--- src/rtl/axi4_lite_queued_manager_if.sv ---
// AXI4-Lite bus bundle shared by the queued manager and its subordinate.
// The manager modport drives the address/data channels; the subordinate modport answers them.
interface axi4_lite #(
  parameter int WIDTH      = 32,
  parameter int ADDR_WIDTH = 32
);
  logic [ADDR_WIDTH-1:0] awaddr;
  logic [2:0]            awprot;
  logic                  awvalid;
  logic                  awready;
  logic [WIDTH-1:0]      wdata;
  logic [WIDTH/8-1:0]    wstrb;
  logic                  wvalid;
  logic                  wready;
  logic [1:0]            bresp;
  logic                  bvalid;
  logic                  bready;
  logic [ADDR_WIDTH-1:0] araddr;
  logic [2:0]            arprot;
  logic                  arvalid;
  logic                  arready;
  logic [WIDTH-1:0]      rdata;
  logic [1:0]            rresp;
  logic                  rvalid;
  logic                  rready;

  modport manager (
    output awaddr, awprot, awvalid, input awready,
    output wdata, wstrb, wvalid, input wready,
    input bresp, bvalid, output bready,
    output araddr, arprot, arvalid, input arready,
    input rdata, rresp, rvalid, output rready
  );

  modport subordinate (
    input awaddr, awprot, awvalid, output awready,
    input wdata, wstrb, wvalid, output wready,
    output bresp, bvalid, input bready,
    input araddr, arprot, arvalid, output arready,
    output rdata, rresp, rvalid, input rready
  );
endinterface

--- src/rtl/axi4_lite_queued_manager.sv ---
// AXI4-Lite manager fed by an in-order request FIFO; one bus transaction in flight,
// with per-transaction timeout and xRESP fault reporting on a valid/ready response port.
module axi4_lite_queued_manager #(
  parameter int WIDTH      = 32,
  parameter int ADDR_WIDTH = 32,
  parameter int DEPTH      = 4,
  parameter int TIMEOUT    = 256
) (
  input  logic                  clk,
  input  logic                  rst,
  input  logic                  req_valid,
  output logic                  req_ready,
  input  logic                  req_write,
  input  logic [ADDR_WIDTH-1:0] req_addr,
  input  logic [WIDTH-1:0]      req_wdata,
  input  logic [WIDTH/8-1:0]    req_wstrb,
  output logic                  resp_valid,
  input  logic                  resp_ready,
  output logic [WIDTH-1:0]      resp_rdata,
  output logic                  resp_fault,
  output logic                  resp_timeout,
  output logic                  busy,
  axi4_lite.manager             axi_m
);
  localparam int STRB_W   = WIDTH / 8;
  localparam int ENTRY_W  = 1 + ADDR_WIDTH + WIDTH + STRB_W;
  localparam int PTR_W    = $clog2(DEPTH);
  localparam int CNT_W    = (TIMEOUT > 0) ? $clog2(TIMEOUT + 1) : 1;
  localparam int TMO_LAST = (TIMEOUT > 0) ? TIMEOUT - 1 : 0;
  localparam logic [1:0] RESP_OKAY = 2'b00;

  typedef enum logic [2:0] {IDLE, RD_ADDR, RD_DATA, WR_AW_W, WR_RESP, RESP} state_t;

  logic [ENTRY_W-1:0] fifo_mem [DEPTH];
  logic [PTR_W-1:0]   wr_ptr_reg, rd_ptr_reg;
  logic [PTR_W:0]     count_reg, count_next;
  logic               req_ready_reg;
  logic               push, pop;

  logic [ENTRY_W-1:0]    head;
  logic                  head_write;
  logic [ADDR_WIDTH-1:0] head_addr;
  logic [WIDTH-1:0]      head_wdata;
  logic [STRB_W-1:0]     head_wstrb;

  state_t                state_reg;
  logic [CNT_W-1:0]      tmo_cnt_reg;
  logic                  aw_done_reg, w_done_reg;
  logic                  arvalid_reg, rready_reg, awvalid_reg, wvalid_reg, bready_reg;
  logic [ADDR_WIDTH-1:0] addr_reg;
  logic [WIDTH-1:0]      wdata_reg;
  logic [STRB_W-1:0]     wstrb_reg;
  logic                  resp_valid_reg, resp_fault_reg, resp_timeout_reg;
  logic [WIDTH-1:0]      resp_rdata_reg;

  logic ar_hs, r_hs, aw_hs, w_hs, b_hs, in_axi, expire;

  assign push       = req_valid && req_ready_reg;
  assign pop        = (state_reg == IDLE) && (count_reg != '0);
  assign count_next = count_reg + (PTR_W + 1)'(push) - (PTR_W + 1)'(pop);

  assign head       = fifo_mem[rd_ptr_reg];
  assign head_write = head[ENTRY_W-1];
  assign head_addr  = head[ENTRY_W-2 -: ADDR_WIDTH];
  assign head_wdata = head[WIDTH+STRB_W-1 -: WIDTH];
  assign head_wstrb = head[STRB_W-1:0];

  always_ff @(posedge clk) begin
    if (push) begin
      fifo_mem[wr_ptr_reg] <= {req_write, req_addr, req_wdata, req_wstrb};
    end
  end

  // Ready is registered from the next-cycle full flag, so a full FIFO never
  // accepts even when the engine pops in the same cycle.
  always_ff @(posedge clk) begin
    if (rst) begin
      wr_ptr_reg    <= '0;
      rd_ptr_reg    <= '0;
      count_reg     <= '0;
      req_ready_reg <= 1'b1;
    end else begin
      if (push) wr_ptr_reg <= wr_ptr_reg + 1'b1;
      if (pop)  rd_ptr_reg <= rd_ptr_reg + 1'b1;
      count_reg     <= count_next;
      req_ready_reg <= (count_next != (PTR_W + 1)'(DEPTH));
    end
  end

  assign ar_hs  = arvalid_reg && axi_m.arready;
  assign r_hs   = rready_reg  && axi_m.rvalid;
  assign aw_hs  = awvalid_reg && axi_m.awready;
  assign w_hs   = wvalid_reg  && axi_m.wready;
  assign b_hs   = bready_reg  && axi_m.bvalid;
  assign in_axi = (state_reg == RD_ADDR) || (state_reg == RD_DATA) ||
                  (state_reg == WR_AW_W) || (state_reg == WR_RESP);
  // A completing R/B handshake on the expiry edge takes priority over the timeout.
  assign expire = (TIMEOUT != 0) && in_axi && (tmo_cnt_reg == CNT_W'(TMO_LAST)) && !r_hs && !b_hs;

  always_ff @(posedge clk) begin
    if (rst) begin
      state_reg        <= IDLE;
      tmo_cnt_reg      <= '0;
      aw_done_reg      <= 1'b0;
      w_done_reg       <= 1'b0;
      arvalid_reg      <= 1'b0;
      rready_reg       <= 1'b0;
      awvalid_reg      <= 1'b0;
      wvalid_reg       <= 1'b0;
      bready_reg       <= 1'b0;
      addr_reg         <= '0;
      wdata_reg        <= '0;
      wstrb_reg        <= '0;
      resp_valid_reg   <= 1'b0;
      resp_rdata_reg   <= '0;
      resp_fault_reg   <= 1'b0;
      resp_timeout_reg <= 1'b0;
    end else begin
      if (in_axi) tmo_cnt_reg <= tmo_cnt_reg + 1'b1;
      case (state_reg)
        IDLE: begin
          if (count_reg != '0) begin
            tmo_cnt_reg <= '0;
            addr_reg    <= head_addr;
            wdata_reg   <= head_wdata;
            wstrb_reg   <= head_wstrb;
            aw_done_reg <= 1'b0;
            w_done_reg  <= 1'b0;
            if (head_write) begin
              awvalid_reg <= 1'b1;
              wvalid_reg  <= 1'b1;
              state_reg   <= WR_AW_W;
            end else begin
              arvalid_reg <= 1'b1;
              state_reg   <= RD_ADDR;
            end
          end
        end
        RD_ADDR: begin
          if (ar_hs) begin
            arvalid_reg <= 1'b0;
            rready_reg  <= 1'b1;
            state_reg   <= RD_DATA;
          end
        end
        RD_DATA: begin
          if (r_hs) begin
            rready_reg       <= 1'b0;
            resp_rdata_reg   <= axi_m.rdata;
            resp_fault_reg   <= (axi_m.rresp != RESP_OKAY);
            resp_timeout_reg <= 1'b0;
            resp_valid_reg   <= 1'b1;
            state_reg        <= RESP;
          end
        end
        WR_AW_W: begin
          if (aw_hs) begin
            awvalid_reg <= 1'b0;
            aw_done_reg <= 1'b1;
          end
          if (w_hs) begin
            wvalid_reg <= 1'b0;
            w_done_reg <= 1'b1;
          end
          if ((aw_done_reg || aw_hs) && (w_done_reg || w_hs)) begin
            bready_reg <= 1'b1;
            state_reg  <= WR_RESP;
          end
        end
        WR_RESP: begin
          if (b_hs) begin
            bready_reg       <= 1'b0;
            resp_rdata_reg   <= '0;
            resp_fault_reg   <= (axi_m.bresp != RESP_OKAY);
            resp_timeout_reg <= 1'b0;
            resp_valid_reg   <= 1'b1;
            state_reg        <= RESP;
          end
        end
        RESP: begin
          if (resp_ready) begin
            resp_valid_reg <= 1'b0;
            state_reg      <= IDLE;
          end
        end
        default: state_reg <= IDLE;
      endcase
      if (expire) begin
        arvalid_reg      <= 1'b0;
        rready_reg       <= 1'b0;
        awvalid_reg      <= 1'b0;
        wvalid_reg       <= 1'b0;
        bready_reg       <= 1'b0;
        resp_valid_reg   <= 1'b1;
        resp_rdata_reg   <= '0;
        resp_fault_reg   <= 1'b1;
        resp_timeout_reg <= 1'b1;
        state_reg        <= RESP;
      end
    end
  end

  assign req_ready     = req_ready_reg;
  assign resp_valid    = resp_valid_reg;
  assign resp_rdata    = resp_rdata_reg;
  assign resp_fault    = resp_fault_reg;
  assign resp_timeout  = resp_timeout_reg;
  assign busy          = (count_reg != '0) || (state_reg != IDLE);

  assign axi_m.araddr  = addr_reg;
  assign axi_m.arprot  = 3'b000;
  assign axi_m.arvalid = arvalid_reg;
  assign axi_m.rready  = rready_reg;
  assign axi_m.awaddr  = addr_reg;
  assign axi_m.awprot  = 3'b000;
  assign axi_m.awvalid = awvalid_reg;
  assign axi_m.wdata   = wdata_reg;
  assign axi_m.wstrb   = wstrb_reg;
  assign axi_m.wvalid  = wvalid_reg;
  assign axi_m.bready  = bready_reg;
endmodule
--- src/flat_wrapper.sv ---
// flat-port wrapper written by rule: the top's interface ports become plain ports
module axi4_lite_queued_manager_flat 
#(
  parameter int WIDTH      = 32,
  parameter int ADDR_WIDTH = 32,
  parameter int DEPTH      = 4,
  parameter int TIMEOUT    = 256
)
  (clk, rst, req_valid, req_ready, req_write, req_addr, req_wdata, req_wstrb, resp_valid, resp_ready, resp_rdata, resp_fault, resp_timeout, busy, axi_m_awaddr, axi_m_awprot, axi_m_awvalid, axi_m_awready, axi_m_wdata, axi_m_wstrb, axi_m_wvalid, axi_m_wready, axi_m_bresp, axi_m_bvalid, axi_m_bready, axi_m_araddr, axi_m_arprot, axi_m_arvalid, axi_m_arready, axi_m_rdata, axi_m_rresp, axi_m_rvalid, axi_m_rready);
  axi4_lite #(.WIDTH(WIDTH), .ADDR_WIDTH(ADDR_WIDTH)) axi_m_i ();
  input  logic clk;
  input  logic rst;
  input  logic req_valid;
  output logic req_ready;
  input  logic req_write;
  input  logic [ADDR_WIDTH-1:0] req_addr;
  input  logic [WIDTH-1:0] req_wdata;
  input  logic [WIDTH/8-1:0] req_wstrb;
  output logic resp_valid;
  input  logic resp_ready;
  output logic [WIDTH-1:0] resp_rdata;
  output logic resp_fault;
  output logic resp_timeout;
  output logic busy;
  output wire logic [$bits(axi_m_i.awaddr)-1:0] axi_m_awaddr;
  output wire logic [$bits(axi_m_i.awprot)-1:0] axi_m_awprot;
  output wire logic [$bits(axi_m_i.awvalid)-1:0] axi_m_awvalid;
  input wire logic [$bits(axi_m_i.awready)-1:0] axi_m_awready;
  output wire logic [$bits(axi_m_i.wdata)-1:0] axi_m_wdata;
  output wire logic [$bits(axi_m_i.wstrb)-1:0] axi_m_wstrb;
  output wire logic [$bits(axi_m_i.wvalid)-1:0] axi_m_wvalid;
  input wire logic [$bits(axi_m_i.wready)-1:0] axi_m_wready;
  input wire logic [$bits(axi_m_i.bresp)-1:0] axi_m_bresp;
  input wire logic [$bits(axi_m_i.bvalid)-1:0] axi_m_bvalid;
  output wire logic [$bits(axi_m_i.bready)-1:0] axi_m_bready;
  output wire logic [$bits(axi_m_i.araddr)-1:0] axi_m_araddr;
  output wire logic [$bits(axi_m_i.arprot)-1:0] axi_m_arprot;
  output wire logic [$bits(axi_m_i.arvalid)-1:0] axi_m_arvalid;
  input wire logic [$bits(axi_m_i.arready)-1:0] axi_m_arready;
  input wire logic [$bits(axi_m_i.rdata)-1:0] axi_m_rdata;
  input wire logic [$bits(axi_m_i.rresp)-1:0] axi_m_rresp;
  input wire logic [$bits(axi_m_i.rvalid)-1:0] axi_m_rvalid;
  output wire logic [$bits(axi_m_i.rready)-1:0] axi_m_rready;
  assign axi_m_awaddr = axi_m_i.awaddr;
  assign axi_m_awprot = axi_m_i.awprot;
  assign axi_m_awvalid = axi_m_i.awvalid;
  assign axi_m_i.awready = axi_m_awready;
  assign axi_m_wdata = axi_m_i.wdata;
  assign axi_m_wstrb = axi_m_i.wstrb;
  assign axi_m_wvalid = axi_m_i.wvalid;
  assign axi_m_i.wready = axi_m_wready;
  assign axi_m_i.bresp = axi_m_bresp;
  assign axi_m_i.bvalid = axi_m_bvalid;
  assign axi_m_bready = axi_m_i.bready;
  assign axi_m_araddr = axi_m_i.araddr;
  assign axi_m_arprot = axi_m_i.arprot;
  assign axi_m_arvalid = axi_m_i.arvalid;
  assign axi_m_i.arready = axi_m_arready;
  assign axi_m_i.rdata = axi_m_rdata;
  assign axi_m_i.rresp = axi_m_rresp;
  assign axi_m_i.rvalid = axi_m_rvalid;
  assign axi_m_rready = axi_m_i.rready;
  axi4_lite_queued_manager #(.WIDTH(WIDTH), .ADDR_WIDTH(ADDR_WIDTH), .DEPTH(DEPTH), .TIMEOUT(TIMEOUT)) u_core (.clk(clk), .rst(rst), .req_valid(req_valid), .req_ready(req_ready), .req_write(req_write), .req_addr(req_addr), .req_wdata(req_wdata), .req_wstrb(req_wstrb), .resp_valid(resp_valid), .resp_ready(resp_ready), .resp_rdata(resp_rdata), .resp_fault(resp_fault), .resp_timeout(resp_timeout), .busy(busy), .axi_m(axi_m_i));
endmodule
--- config.mk ---
export PLATFORM = sky130hd
export DESIGN_NAME = axi4_lite_queued_manager_flat
export DESIGN_NICKNAME = d
export VERILOG_FILES = /design/src/rtl/axi4_lite_queued_manager_if.sv /design/src/rtl/axi4_lite_queued_manager.sv /design/src/flat_wrapper.sv
export SDC_FILE = /design/constraint.sdc
export NUM_CORES = 1
export LEC_CHECK = 0
export BUFFER_PORTS_ARGS = -buffer_cell sky130_fd_sc_hd__buf_2
export CORE_UTILIZATION = 37
export CTS_CLUSTER_SIZE = 8
export DETAILED_ROUTE_END_ITERATION = 12
export GPL_TIMING_DRIVEN = 1
export HOLD_SLACK_MARGIN = 0.1
export PLACE_DENSITY = 0.58
export SLEW_MARGIN = 20
export SYNTH_ARGS = -nofsm -noshare
export SYNTH_HDL_FRONTEND = slang
export SYNTH_SLANG_ARGS = --single-unit
--- constraint.sdc ---
create_clock -name clk -period 2.9 [get_ports clk]
set_input_delay 0 -clock clk [delete_from_list [all_inputs] [get_ports clk]]
set_output_delay 0 -clock clk [all_outputs]
set_load 0.1 [all_outputs]
==> flow_metrics.tcl, run 1 <==
set metrics [dict create \
    status "finished, final reports clean" \
    die_x_um 206 \
    setup_tns_ps 0 \
    p_leak_nw 7.29 \
    io_buffers 255 \
    slowest_stage "dfxtp_1" \
    fin_skew_ps 22.9 \
    fin_cells 1971 \
    clockBufferDepth 3 \
    async_flop_share_pct 0 \
    rsz0062_at_grt "false" \
    fmax_mhz 393 \
    path_delay_family "buffers and inverters" \
    setup_viol 0 \
    dieArea_um2 42300 \
    synth.distinct_cells 50 \
    yosysWarnings 0 \
    p_comb_share_pct 37.5 \
    yosys-top-cells-count "edfxtp_1 (276), nand2_1 (183), dfxtp_1 (132)" \
    p_int_mw 12.5 \
    numCtsBuffers 57 \
    hold_viol 0 \
    fin_crit_ps 2540 \
    final_util_pct 48.7 \
    ys.flop_type "edfxtp_1" \
    cp.arrival_ps 3070 \
    placed_cells 1753 \
    postCtsResizedCells 0 \
    path_buf_inv 2 \
    cts_tree "done" \
    maxCapViolCount 0 \
    syn_inst 1034 \
    startpoint_type "flop" \
    rows 74 \
    grt_pass1_wl_mm 53.0 \
    nFillCells 3495 \
    power_per_cell_area_nw_per_um2 1100 \
    pin_count 262 \
    cts.clk_slew.worst_paths_ps 50 \
    synthTopCellsByArea "edfxtp_1 (54%), dfxtp_1 (17%), mux4_2 (10%), nand2_1 (4.5%), a21oi_1 (3.6%)" \
    synth.most_common_cell "edfxtp_1" \
    grt_pass1_vias 9632 \
    post_dp_cell_area_um2 17100 \
    initialDrtViolationCount 491 \
    gp_congestion 0.754 \
    wl_mm 34.9 \
    layout-area-overhead-vs-synth_pct 29.7 \
    drv_slew 0 \
    vias 9572 \
    fin_crit_sh_pct 87.8 \
    synth_edf_count 276 \
    fp.dieH_um 206 \
    p_clk_share_pct 28.2 \
    cp_cell_sequence "or3b_1 -> buf_4 -> mux2_1 -> dlygate4sd3_1 -> a32o_1 -> a21oi_1" \
    antenna_found_initial 3 \
    netlist_area_um2 15300 \
    viasPerCell 4.86 \
    cp_max_fo 33 \
    final_antenna_net_count 0 \
    first_pass_iters 5 \
    setup.worst_path.class "flop to flop" \
    start_util_pct 37.6 \
    place_ws_ps 454 \
    p_sw_mw 9.33 \
    cts_root_buf "clkbuf_16" \
    pwr-share-seq_pct 34.3 \
    dp_hpwl_mm 20.4 \
    avgSynthCellArea_um2 14.8 \
    largest_reg_flops 276 \
    end_kind "flop" \
    grt_max_degree 71 \
    drive_gt1_share_pct 29.2 \
    postCtsSetupBuffers 0 \
    fin_ws_ps 355 \
    yosysTopAreaCellShare_pct 54.0 \
    drc 0 \
    ys_ff_latch 408 \
    coreArea_um2 40800 \
    cp.required_ps 3420 \
    slowest_delay_ps 590 \
    ys_seq_area_share_pct 71.3 \
    grt_util_all_layers_pct 16.4 \
    irDropWorstVdd_mv 1.53 \
    min_path_type "input port to flop" \
    final_cell_area_um2 19900 \
    slew_headroom_pct 34.9 \
    post_drt_wl_per_cell_um 17.7 \
    cts-htree-levels 2 \
    yosys.area.top_type "edfxtp_1" \
    cts_hold_buf 112 \
    gr-total-overflow 0 \
    top_register "u_core.fifo_mem" \
    tightestPinTransition_ps 976 \
    switching_share_pct 42.7 \
    clock_sinks 408 \
    insertion_delay_ps 610 \
    fin_nets 1515 \
]
power groups by stage:
stage / clock, mW / sequential (mW) / combinational [mW]
2_1_floorplan: 0 / 10.3 / 4.04
4_1_cts: 6.30 / 7.52 / 8.27
3_3_place_gp: 0 / 7.60 / 8.10
6_report: 6.15 / 7.49 / 8.19
3_5_place_dp: 0 / 7.62 / 8.14
5_1_grt: 6.54 / 7.60 / 8.65
cell type report:
type / instances / area (um2) / share of cell area (%)
diodes: 3 / 7.51 / 0.0377
clock inverters: 3 / 68.8 / 0.346
inverters: 10 / 38.8 / 0.195
repair buffers: 392 / 2700 / 13.6
flip-flops and latches: 408 / 10900 / 55.0
clock buffers: 100 / 1620 / 8.14
well taps: 532 / 666 / 3.35
multi-input cells: 523 / 3850 / 19.4
cells by family after synthesis:
group	Yosys count	synth area share, %
adder cells (fa/ha/maj)	9	0.783
AO/OA/AOI/OAI	139	5.04
multiplexers	71	10.3
buffers and inverters	108	3.90
flip-flops	408	71.3
AND/OR/NAND/NOR	287	8.08
XOR/XNOR	11	0.628
other	1	0.0245
layout by cell type, fill, tap and decap left out, types with 4 or more instances in the layout:
| cell type | count |
|---|---|
| nor2b_1 | 4 |
| mux4_2 | 69 |
| clkbuf_16 | 58 |
| buf_4 | 17 |
| xnor2_1 | 5 |
| clkbuf_1 | 41 |
| dlygate4sd3_1 | 112 |
| nand4_1 | 8 |
| conb_1 | 6 |
| edfxtp_1 | 276 |
| inv_1 | 9 |
| a21oi_1 | 110 |
| ha_1 | 8 |
| nor2_1 | 26 |
| buf_12 | 9 |
| nand2_1 | 182 |
| dfxtp_1 | 130 |
| xor2_1 | 6 |
| buf_2 | 254 |
| and2_1 | 4 |
| nand3_1 | 38 |
| and3_4 | 4 |
| a31oi_1 | 4 |
per-layer routing:
layer | wire [um] | vias up | global-route usage, %
met5 | 0 | - | 0
met4 | 695 | 0 | 6.03
met3 | 1980 | 48 | 3.60
met2 | 16900 | 254 | 26.9
met1 | 15400 | 4747 | 21.4
li1 | - | 4523 | -
metrics by stage:
stage	hold slack (ps)	total power, mW
after floorplan	98.9	14.4
after detailed placement	214	15.8
final	145	21.8
after CTS	107	22.1
after global routing	128	22.8
after global placement	215	15.7
worst paths after layout:
kind / cells past startpoint / endpoint / start / slack (ps)
min reg2reg: 2 / u_core.axi_m.wdata[1]$_SDFFE_PP0P_ / u_core.axi_m.wdata[1]$_SDFFE_PP0P_ / 450
max reg2reg: 6 / u_core.resp_fault$_SDFFE_PP0P_ / u_core.state_reg[2]$_SDFFE_PP0P_ / 360
max: 6 / u_core.resp_fault$_SDFFE_PP0P_ / u_core.state_reg[2]$_SDFFE_PP0P_ / 360
min: 2 / u_core.fifo_mem[0][57]$_DFFE_PP_ / req_addr[21] / 150
Power figures use the tool's default switching activity.
==> run 2, diff against run 1 <==
--- a/config.mk
+++ b/config.mk
@@ -11,7 +11,7 @@
 export DETAILED_ROUTE_END_ITERATION = 12
 export GPL_TIMING_DRIVEN = 1
 export HOLD_SLACK_MARGIN = 0.1
-export PLACE_DENSITY = 0.58
+export PLACE_DENSITY = 0.6
 export SLEW_MARGIN = 20
 export SYNTH_ARGS = -nofsm -noshare
 export SYNTH_HDL_FRONTEND = slang
==> constraint.sdc (replaced) <==
create_clock -name clk -period 2.1 [get_ports clk]
set_input_delay 0 -clock clk [delete_from_list [all_inputs] [get_ports clk]]
set_output_delay 0 -clock clk [all_outputs]
set_load 0.1 [all_outputs]
==> run 2 against run 1 <==
Effect of this change:
- the flow now finishes with violations (negative setup slack)
- sequential power is 36% higher
- final cell count up 0.66%
- design area up 1.3%
- fmax grew 17%
- core utilization is 0.66 points higher
- largest cell class unchanged
- highest routed layer is now met5
==> flow_metrics.tcl, run 2 (synthesized netlist as in run 1, its figures left out) <==
set metrics [dict create \
    cp.required_ps 2580 \
    fmax_mhz 460 \
    fin_crit_sh_pct 104 \
    dieArea_um2 42300 \
    drc 0 \
    min_path_cells 2 \
    drv_slew 0 \
    tightestPinTransition_ps 950 \
    cp_max_fo 2 \
    insertion_delay_ps 600 \
    end_kind "flop" \
    grt_pass1_wl_mm 53.2 \
    dp_hpwl_mm 20.9 \
    final_antenna_net_count 0 \
    fin_crit_ps 2170 \
    fp.dieH_um 206 \
    holdPathEnd "u_core.fifo_mem[2][39]$_DFFE_PP_" \
    reg2reg_to "u_core.req_ready$_SDFF_PP1_" \
    min_path_type "input port to flop" \
    grt_pass1_vias 9670 \
    cts.clk_slew.worst_paths_ps 50 \
    irDropWorstVdd_mv 1.51 \
    grt_util_all_layers_pct 16.5 \
    top_register "u_core.fifo_mem" \
    setup.worst_path.class "flop to flop" \
    fin_nets 1530 \
    wl_mm 35.5 \
    cts_tree "done" \
    pin_count 262 \
    min-delay-start "req_addr[3]" \
    place_ws_ps -90.4 \
    r2r_cells 11 \
    p_total_mw 30.2 \
    clock_sinks 408 \
    slew_headroom_pct 36.7 \
    power_per_cell_area_nw_per_um2 1500 \
    setup_viol 2 \
    layout-area-overhead-vs-synth_pct 31.5 \
    viasPerCell 4.92 \
    final_common_cell "edfxtp_1" \
    largest_reg_flops 276 \
    start_util_pct 37.6 \
    regArea_um2 10900 \
    fin_skew_ps 13.9 \
    r2r_setup_slack_ps -70 \
    cts_root_buf "clkbuf_16" \
    mostFrequentLayoutCells "edfxtp_1 (276), buf_2 (254), nand2_1 (182)" \
    fin_ws_ps -73.9 \
    post_drt_wl_per_cell_um 17.9 \
    violations "negative setup slack" \
    final_util_pct 49.4 \
    startpoint_type "flop" \
    initialDrtViolationCount 527 \
    maxCapViolCount 0 \
    p_leak_nw 7.39 \
    multi_input_area_um2 3920 \
    grt_max_degree 71 \
    r2r-start "u_core.count_reg[0]$_SDFF_PP0_" \
    coreArea_um2 40800 \
    clockBufferDepth 3 \
    vias 9756 \
    gp_congestion 0.783 \
    nFillCells 3504 \
    hold_viol 0 \
    gr-total-overflow 0 \
    drive_gt1_share_pct 31.1 \
    cts-htree-levels 2 \
    rsz0062_at_grt "true" \
    antenna_found_initial 5 \
    cp.arrival_ps 2650 \
    numCtsBuffers 57 \
    io_buffers 255 \
    first_pass_iters 5 \
    status "complete, but fails checks" \
    die_x_um 206 \
    rows 74 \
]
## run 2: changes by cell type in the layout (fill, tap and decap cells not counted), sizes merged
cell / before / now
inv: 9 / 11
clkinvlp: 0 / 1
dlygate4sd3: 112 / 113
diode: 3 / 4
clkinv: 4 / 2
buf: 280 / 293
clkbuf: 100 / 97
## run 2: area by class of cell
class | count | share of cell area [%]
Clock inverter | 4 | 0.366
Antenna cell | 4 | 0.0497
Clock buffer | 96 | 7.85
Multi-Input combinational cell | 523 | 19.5
Timing Repair Buffer | 407 | 14.5
Tap cell | 532 | 3.30
Inverter | 10 | 0.199
Sequential cell | 408 | 54.3
## run 2: worst max path at each step
stage	endpoint	cells after the start	startpoint
after floorplan	u_core.req_ready$_SDFF_PP1_	12	u_core.count_reg[0]$_SDFF_PP0_
after global placement	u_core.req_ready$_SDFF_PP1_	11	u_core.count_reg[0]$_SDFF_PP0_
after detailed placement	u_core.req_ready$_SDFF_PP1_	11	u_core.count_reg[0]$_SDFF_PP0_
after CTS	u_core.req_ready$_SDFF_PP1_	11	u_core.count_reg[0]$_SDFF_PP0_
after global routing	u_core.req_ready$_SDFF_PP1_	11	u_core.count_reg[0]$_SDFF_PP0_
final	u_core.req_ready$_SDFF_PP1_	11	u_core.count_reg[0]$_SDFF_PP0_
## run 2: what timing repair did
item	in CTS	in global routing
cloned	0	1
buffers inserted	0	1
endpoints found under the setup margin	3	73
hold endpoints to repair	511	0
hold buffers	113	0
pin swaps	1	0
gates resized for setup	0	10
## run 2: worst max-delay path, cell delays in order (launching register included)
cell	delay (ps)
dfxtp_2	310
or3_4	400
nand2_4	80
inv_4	40
ha_4	250
inv_2	30
ha_4	140
fa_2	350
xnor2_2	150
xnor2_1	120
nor2_1	130
nand2_1	70
## run 2: through the flow
stage | area, um2 | hold slack (ps) | instances | setup TNS, ps
detailed placement | 17300 | 215 | 1765 | -101
floorplan | 15400 | 98.9 | 1039 | -26640
global route | 20200 | 137 | 1984 | -2010
global placement | 17300 | 214 | 1765 | -71.4
finish | 20200 | 158 | 1984 | -81.8
CTS | 20100 | 114 | 1978 | -110
## run 2: power by group
group          switching, mW  total [mW]  internal [mW]
Combinational           9.09        11.7           2.57
Clock                   3.29        8.37           5.08
Sequential             0.531        10.2           9.67
## run 2: per-layer routing
| metal | track usage (%) | wire length [um] | vias up |
|---|---|---|---|
| met5 | 0 | 10 | - |
| met4 | 5.08 | 725 | 2 |
| met2 | 28.3 | 17700 | 302 |
| met3 | 4.31 | 2220 | 59 |
| met1 | 20.4 | 14800 | 4829 |
| li1 | - | - | 4564 |
